[config.mk]
export PLATFORM = sky130hd
export DESIGN_NAME = arb_grant_bus_ctrl
export DESIGN_NICKNAME = d
export VERILOG_FILES = /design/src/rtl/arb_bus_pkg.sv /design/src/rtl/arb_bus_timeout.sv /design/src/rtl/arb_grant_bus_ctrl.sv
export SDC_FILE = /design/constraint.sdc
export NUM_CORES = 1
export LEC_CHECK = 0
export CORE_ASPECT_RATIO = 1.2
export CORE_MARGIN = 2
export CORE_UTILIZATION = 55
export DETAILED_ROUTE_END_ITERATION = 6
export DONT_BUFFER_PORTS = 1
export GPL_ROUTABILITY_DRIVEN = 0
export PLACE_DENSITY_LB_ADDON = 0.25
export SLEW_MARGIN = 20
export SYNTH_ARGS = -nofsm -noshare
export SYNTH_HDL_FRONTEND = slang
export SYNTH_SLANG_ARGS = --single-unit
[constraint.sdc]
create_clock -name clk -period 1.43 [get_ports clk]
set_input_delay 0 -clock clk [delete_from_list [all_inputs] [get_ports clk]]
set_output_delay 0 -clock clk [all_outputs]
set_load 0.05 [all_outputs]
[src/rtl/arb_bus_pkg.sv]
// arb_bus_pkg: shared types and grant encodings for the grant-driven bus controller
package arb_bus_pkg;
  typedef enum logic [1:0] {IDLE, REQ, DONE, WAIT_REL} state_t;
  typedef logic owner_t;
  localparam logic [1:0] GRANT0 = 2'b01;
  localparam logic [1:0] GRANT1 = 2'b10;
endpackage

[src/rtl/arb_bus_timeout.sv]
// arb_bus_timeout: saturating wait counter flagging expiry at TIMEOUT-1
module arb_bus_timeout #(
  parameter int TIMEOUT = 16
) (
  input  logic clk,
  input  logic rst,
  input  logic clr,
  input  logic en,
  output logic expired
);
  logic [7:0] cnt;
  always_ff @(posedge clk or negedge rst)
    if (!rst) cnt <= '0;
    else if (clr) cnt <= '0;
    else if (en && cnt != 8'hff) cnt <= cnt + 8'd1;
  assign expired = cnt == 8'(TIMEOUT - 1);
endmodule

[src/rtl/arb_grant_bus_ctrl.sv]
// arb_grant_bus_ctrl: runs one shared-bus transaction per arbiter grant and
// reports completion (or timeout) back to the owning requester
module arb_grant_bus_ctrl
  import arb_bus_pkg::*;
#(
  parameter int ADDR_W  = 8,
  parameter int DATA_W  = 8,
  parameter int TIMEOUT = 16
) (
  input  logic              clk,
  input  logic              rst,
  input  logic [1:0]        grant,
  input  logic [ADDR_W-1:0] req_addr0,
  input  logic [ADDR_W-1:0] req_addr1,
  input  logic [DATA_W-1:0] req_wdata0,
  input  logic [DATA_W-1:0] req_wdata1,
  input  logic              req_we0,
  input  logic              req_we1,
  output logic [1:0]        done,
  output logic [DATA_W-1:0] rdata,
  output logic              err,
  output logic              grant_err,
  output logic              bus_valid,
  output logic [ADDR_W-1:0] bus_addr,
  output logic [DATA_W-1:0] bus_wdata,
  output logic              bus_we,
  input  logic              bus_ready,
  input  logic [DATA_W-1:0] bus_rdata
);
  state_t state;
  owner_t owner;
  logic   expired;
  arb_bus_timeout #(.TIMEOUT(TIMEOUT)) u_timeout (
    .clk     (clk),
    .rst     (rst),
    .clr     (state != REQ),
    .en      (state == REQ && !bus_ready),
    .expired (expired)
  );
  // bus_valid decodes the state flop directly so an async reset drops it at once
  assign bus_valid = state == REQ;
  always_ff @(posedge clk or negedge rst)
    if (!rst) begin
      state     <= IDLE;
      owner     <= 1'b0;
      done      <= '0;
      rdata     <= '0;
      err       <= 1'b0;
      grant_err <= 1'b0;
      bus_addr  <= '0;
      bus_wdata <= '0;
      bus_we    <= 1'b0;
    end else begin
      done <= '0;
      err  <= 1'b0;
      case (state)
        IDLE:
          if (grant == GRANT0 || grant == GRANT1) begin
            owner     <= grant[1];
            bus_addr  <= grant[1] ? req_addr1 : req_addr0;
            bus_wdata <= grant[1] ? req_wdata1 : req_wdata0;
            bus_we    <= grant[1] ? req_we1 : req_we0;
            state     <= REQ;
          end else if (grant == 2'b11) grant_err <= 1'b1;
        REQ:
          if (bus_ready || expired) begin
            done  <= owner ? GRANT1 : GRANT0;
            rdata <= bus_ready ? bus_rdata : '0;
            err   <= !bus_ready;
            state <= DONE;
          end
        DONE:     state <= WAIT_REL;
        WAIT_REL: state <= grant[owner] ? WAIT_REL : IDLE;
        default:  state <= IDLE;
      endcase
    end
endmodule

## Word level (Yosys, flattened, before mapping)

Cells that the tools add are included.

- Word-level logic and storage cells: 52
- Bits of input ports: 47
- Bits in registers: 40
- Output and inout port bits: 30

- Reductions and logical operators: 11
- Mux-type cells: 17
- Order comparisons: 1
- Bitwise logic cells: 1
- Equal/unequal tests: 11
- Add/sub/neg operators: 1

Operators by type and width:

| operator | number |
|---|---|
| 2-to-1 mux 8 bit | 5 |
| 2-to-1 mux 2 bit | 6 |
| adder 8 x 1 -> 8 bit (second input constant) | 1 |
| == test 2 bit (second input constant) | 4 |
| == test 8 x 4 -> 1 bit (second input constant) | 1 |
| inequality test 8 bit (second input constant) | 1 |
| case mux 2 bit (4 select lines) | 1 |
| AND reduction 2 bit | 3 |
| 2-to-1 mux 1 bit | 5 |
| == test 2 x 1 -> 1 bit (second input constant) | 2 |
| inequality test 2 x 1 -> 1 bit (second input constant) | 2 |
| AND reduction 3 bit | 1 |
| logical AND 1 bit | 2 |
| zero test 2 bit | 1 |
| logical OR 1 bit | 2 |
| < comparator 1 x 2 -> 1 bit (second input constant) | 1 |
| inequality test 2 bit (second input constant) | 1 |
| nonzero test 2 bit | 1 |
| zero test 1 bit | 1 |
| inverter 1 bit | 1 |

## Logic depth before layout (Yosys ltp)

- Depth after elaboration: 5
- Gate-level depth with buffers: 5
- Gate-level depth less buffers: 4

## By module

From an unflattened synthesis, not the netlist that was laid out.

- Cell total of the unflattened synthesis: 169
- Area, all modules: 1861.8 µm²

Modules (own cells, without submodules):

| module | sequential area each (µm²) | area an instance (µm²) | instances | cells each |
|---|---|---|---|---|
| arb_grant_bus_ctrl | 800.8 | 1385.1 | 1 | 118 |
| arb_bus_timeout | 200.2 | 476.7 | 1 | 51 |

## Worst setup path after synthesis

Ideal clock, no wire load.

- Path kind: reg-to-reg
- Start: reg u_timeout.cnt[0]
- End: reg done[1]
- Required time: 1.310 ns
- Data arrival time: 1.332 ns
- Stages on the path, launching flop included: 6
- Period minus slack after synthesis: 1.452 ns
- Path buffers: 1
- Setup slack: -0.022 ns
- Library setup time: 0.120 ns
- Path through: dfrtp_1 ha_1 and3_1 buf_4 a21o_2 and3_1

- Cells in the longest elaborated chain, start to end: 4

Ends and longest elaborated chain:

| item | line | text |
|---|---|---|
| from (decl) | arb_bus_timeout.sv:11 | `logic [7:0] cnt;` |
| from (signal assigned) | arb_bus_timeout.sv:15 | `else if (en && cnt != 8'hff) cnt <= cnt + 8'd1;` |
| == test 8 x 4 -> 1 bit | arb_bus_timeout.sv:16 | `assign expired = cnt == 8'(TIMEOUT - 1);` |
| logical OR 1 bit | arb_grant_bus_ctrl.sv:66 | `if (bus_ready \|\| expired) begin` |
| 2-to-1 mux 2 bit | arb_grant_bus_ctrl.sv:66 |  |
| 2-to-1 mux 2 bit | arb_grant_bus_ctrl.sv:56 | `case (state)` |
| to (signal assigned) | arb_grant_bus_ctrl.sv:67 | `done <= owner ? GRANT1 : GRANT0;` |
| to (decl) | arb_grant_bus_ctrl.sv:19 | `output logic [1:0] done,` |

No other way between the ends.
A chain may end at the register's enable or synchronous reset.

## Worst setup path in the final report

Ends and elaborated chain as after synthesis.

==> impl_metrics.tcl <==
set metrics [dict create \
    viasPerCell 5.90 \
    critPathTopFamily "flip-flops" \
    peakVddDrop_mv 1.67 \
    initial_core_util_pct 57.8 \
    core_area_um2 3340 \
    failed_checks "hold timing" \
    design.portCount 77 \
    pwr_density_cell_nw_per_um2 2140 \
    worstMarginPinSlew_ns 0.449 \
    antenna_left 0 \
    clkLatencyLatePin_ns 0.29 \
    area_growth_pct 43.0 \
    max_clock_freq_ghz 0.718 \
    cts_tree "done" \
    die_x_um 58.1 \
    postLayoutCoreUtil_pct 82.6 \
    slew_violations 0 \
    dieArea_um2 4000 \
    vias 1758 \
    rsz0062_at_grt "false" \
    required_ns 1.61 \
    crit_path_max_incr_delay_ns 0.42 \
    end_kind "flip-flop" \
    cp-start-kind "flip-flop" \
    power.total_w 0.00589 \
    io_buffer_count 0 \
    reg2reg_slack_ns 0.04 \
    p_leak_nw 1.28 \
    grt_first_pass_wirelength_um 8630 \
    cap_viol_max_count 0 \
    slew_headroom_pct 70.1 \
    finalSetupViolCount 0 \
    antenna_cells 0 \
    antenna_found_initial 0 \
    r2r_end "done[1]" \
    grt_pass1_vias 1792 \
    cts_buffers 5 \
    synthCells 182 \
    drt_iter0_drc 74 \
    row_count 23 \
    dieHeight_um 68.9 \
    drive_gt1_share_pct 21.8 \
    cp_slowest_cell "dfrtp_1" \
    critPathBufInv 0 \
    synth_cell_types 39 \
    cts_max_path_buffers 2 \
    clock_sinks 40 \
    crit_type "reg -> reg" \
    routed_wl_um 5580 \
    final_min_period_over_clock_period_pct 97.4 \
    drt-pass1-iter-count 4 \
    whs_ns -0.0390 \
    overflow 0 \
    synth.cell_area_um2 1930 \
    status "finished, violations left" \
    hpwl_um 2980 \
    path_cells "ha_2, and3_4, a21o_4, and3_1" \
    yosys.area.top_type "dfrtp_1" \
    min_to "bus_addr[1]" \
    layout_common_cells "dlygate4sd3_1, dfrtp_1, buf_4, a21oi_1, nor2_1" \
    reg2reg_depth 4 \
    grt_max_degree 41 \
    synth_top_area_share_pct 51.9 \
    cp_max_fo 10 \
    yosys_warnings 0 \
    syn_area_per_cell_um2 10.6 \
    synth_area_leaders "dfrtp_1, mux2i_1, a21oi_1" \
    min_path_cells 2 \
    nNetsFinal 310 \
    reg2reg_from "u_timeout.cnt[0]" \
    crit_path_start "u_timeout.cnt[0]" \
    hp-class "in -> reg" \
    remaining_drc_errors 0 \
    synth_seq_area_share_pct 51.9 \
    cts-root-buf "clkbuf_8" \
    final_common_cell "dlygate4sd3_1" \
    synth-seq-cells 40 \
    fin_crit_ns 1.39 \
    htree_num_levels 2 \
    finalHoldViolCount 1 \
    path_clk_slew_ns 0.07 \
    post_drt_wl_per_cell_um 18.7 \
    clock_skew_ns 0.00271 \
    min-delay-start "req_addr1[1]" \
    cp.arrival_ns 1.57 \
    syn_nets 231 \
    grtUsageTotal_pct 29.4 \
    setup_tns_ns 0 \
]
-- cell families after synthesis --
kind of cell / synth area share [%]
flops: 51.9
fa+ha+maj: 1.30
mux: 11.0
buf+inv: 5.39
compound gates: 16.4
simple gates: 14.0
-- synthesized netlist by cell type, drive strengths merged --
cell,n
o21ai,13
mux2i,19
inv,10
a41oi,1
nand2,6
and4,1
clkbuf,1
and4b,3
nor4,1
nor2,20
ha,2
nor3b,1
nor3,4
a2111o,1
a211oi,2
nand2b,2
dfrtp,40
nand4b,1
and3,3
buf,9
nand4,1
and3b,2
and2,1
a21o,2
mux2,2
a31oi,1
nor2b,1
a21oi,23
a22oi,8
o22ai,1
-- stage by stage --
stage          setup WS, ns  std cells  area (um2)
2_1_floorplan        0.0196        182        1940
3_3_place_gp         0.0589        242        2160
3_5_place_dp        0.00547        242        2160
4_1_cts             0.00907        297        2730
5_1_grt             0.00509        298        2760
6_report             0.0365        298        2760
-- per-layer routing --
layer  GRT usage (%)  wire length, um
met4            13.4              129
met3            8.77              338
met5               0                0
met2            52.0             3000
met1            32.7             2110
-- worst register-to-register path, cell delays in order, from the launching register on --
cell and delay, ns:
dfrtp_1 0.42, ha_2 0.22, and3_4 0.21, a21o_4 0.24
and3_1 0.19
-- worst max path at each step --
stage	depth (start not counted)	slack (ns)	endpoint
after floorplan	5	0.02	done[1]
after global placement	4	0.06	done[1]
after detailed placement	4	0.005	done[1]
after CTS	4	0.009	u_timeout.cnt[1]
after global routing	3	0.005	bus_valid
final	4	0.04	done[1]
-- what timing repair did --
item	4_1_cts	5_1_grt
buffers inserted	3	0
hold buffers	45	1
endpoints found under the setup margin	3	21
gates resized for setup	1	5
hold endpoints to repair	72	1
pin swaps	1	0
-- power by group --
part           switching, W  total, W  internal (W)
registers          0.000390   0.00194       0.00155
logic               0.00215   0.00323       0.00108
clock network      0.000377  0.000709      0.000332
total               0.00292   0.00589       0.00297
-- cell type report --
cell class | count | area (um2)
fill | 169 | 582
inverter | 10 | 37.5
clock buffer | 6 | 72.6
tap | 37 | 46.3
sequential | 40 | 1000
timing repair buffer | 82 | 744
multi-input combinational | 122 | 850
clock inverter | 1 | 5.00
-- state kept, by name, summed over array words and instances (netlist names) --
name / cells
state: 2
bus_we: 1
done: 2
owner: 1
err: 1
u_timeout.cnt: 8
grant_err: 1
bus_wdata: 8
bus_addr: 8
rdata: 8
Note: power is estimated with default switching activity, not from simulation.
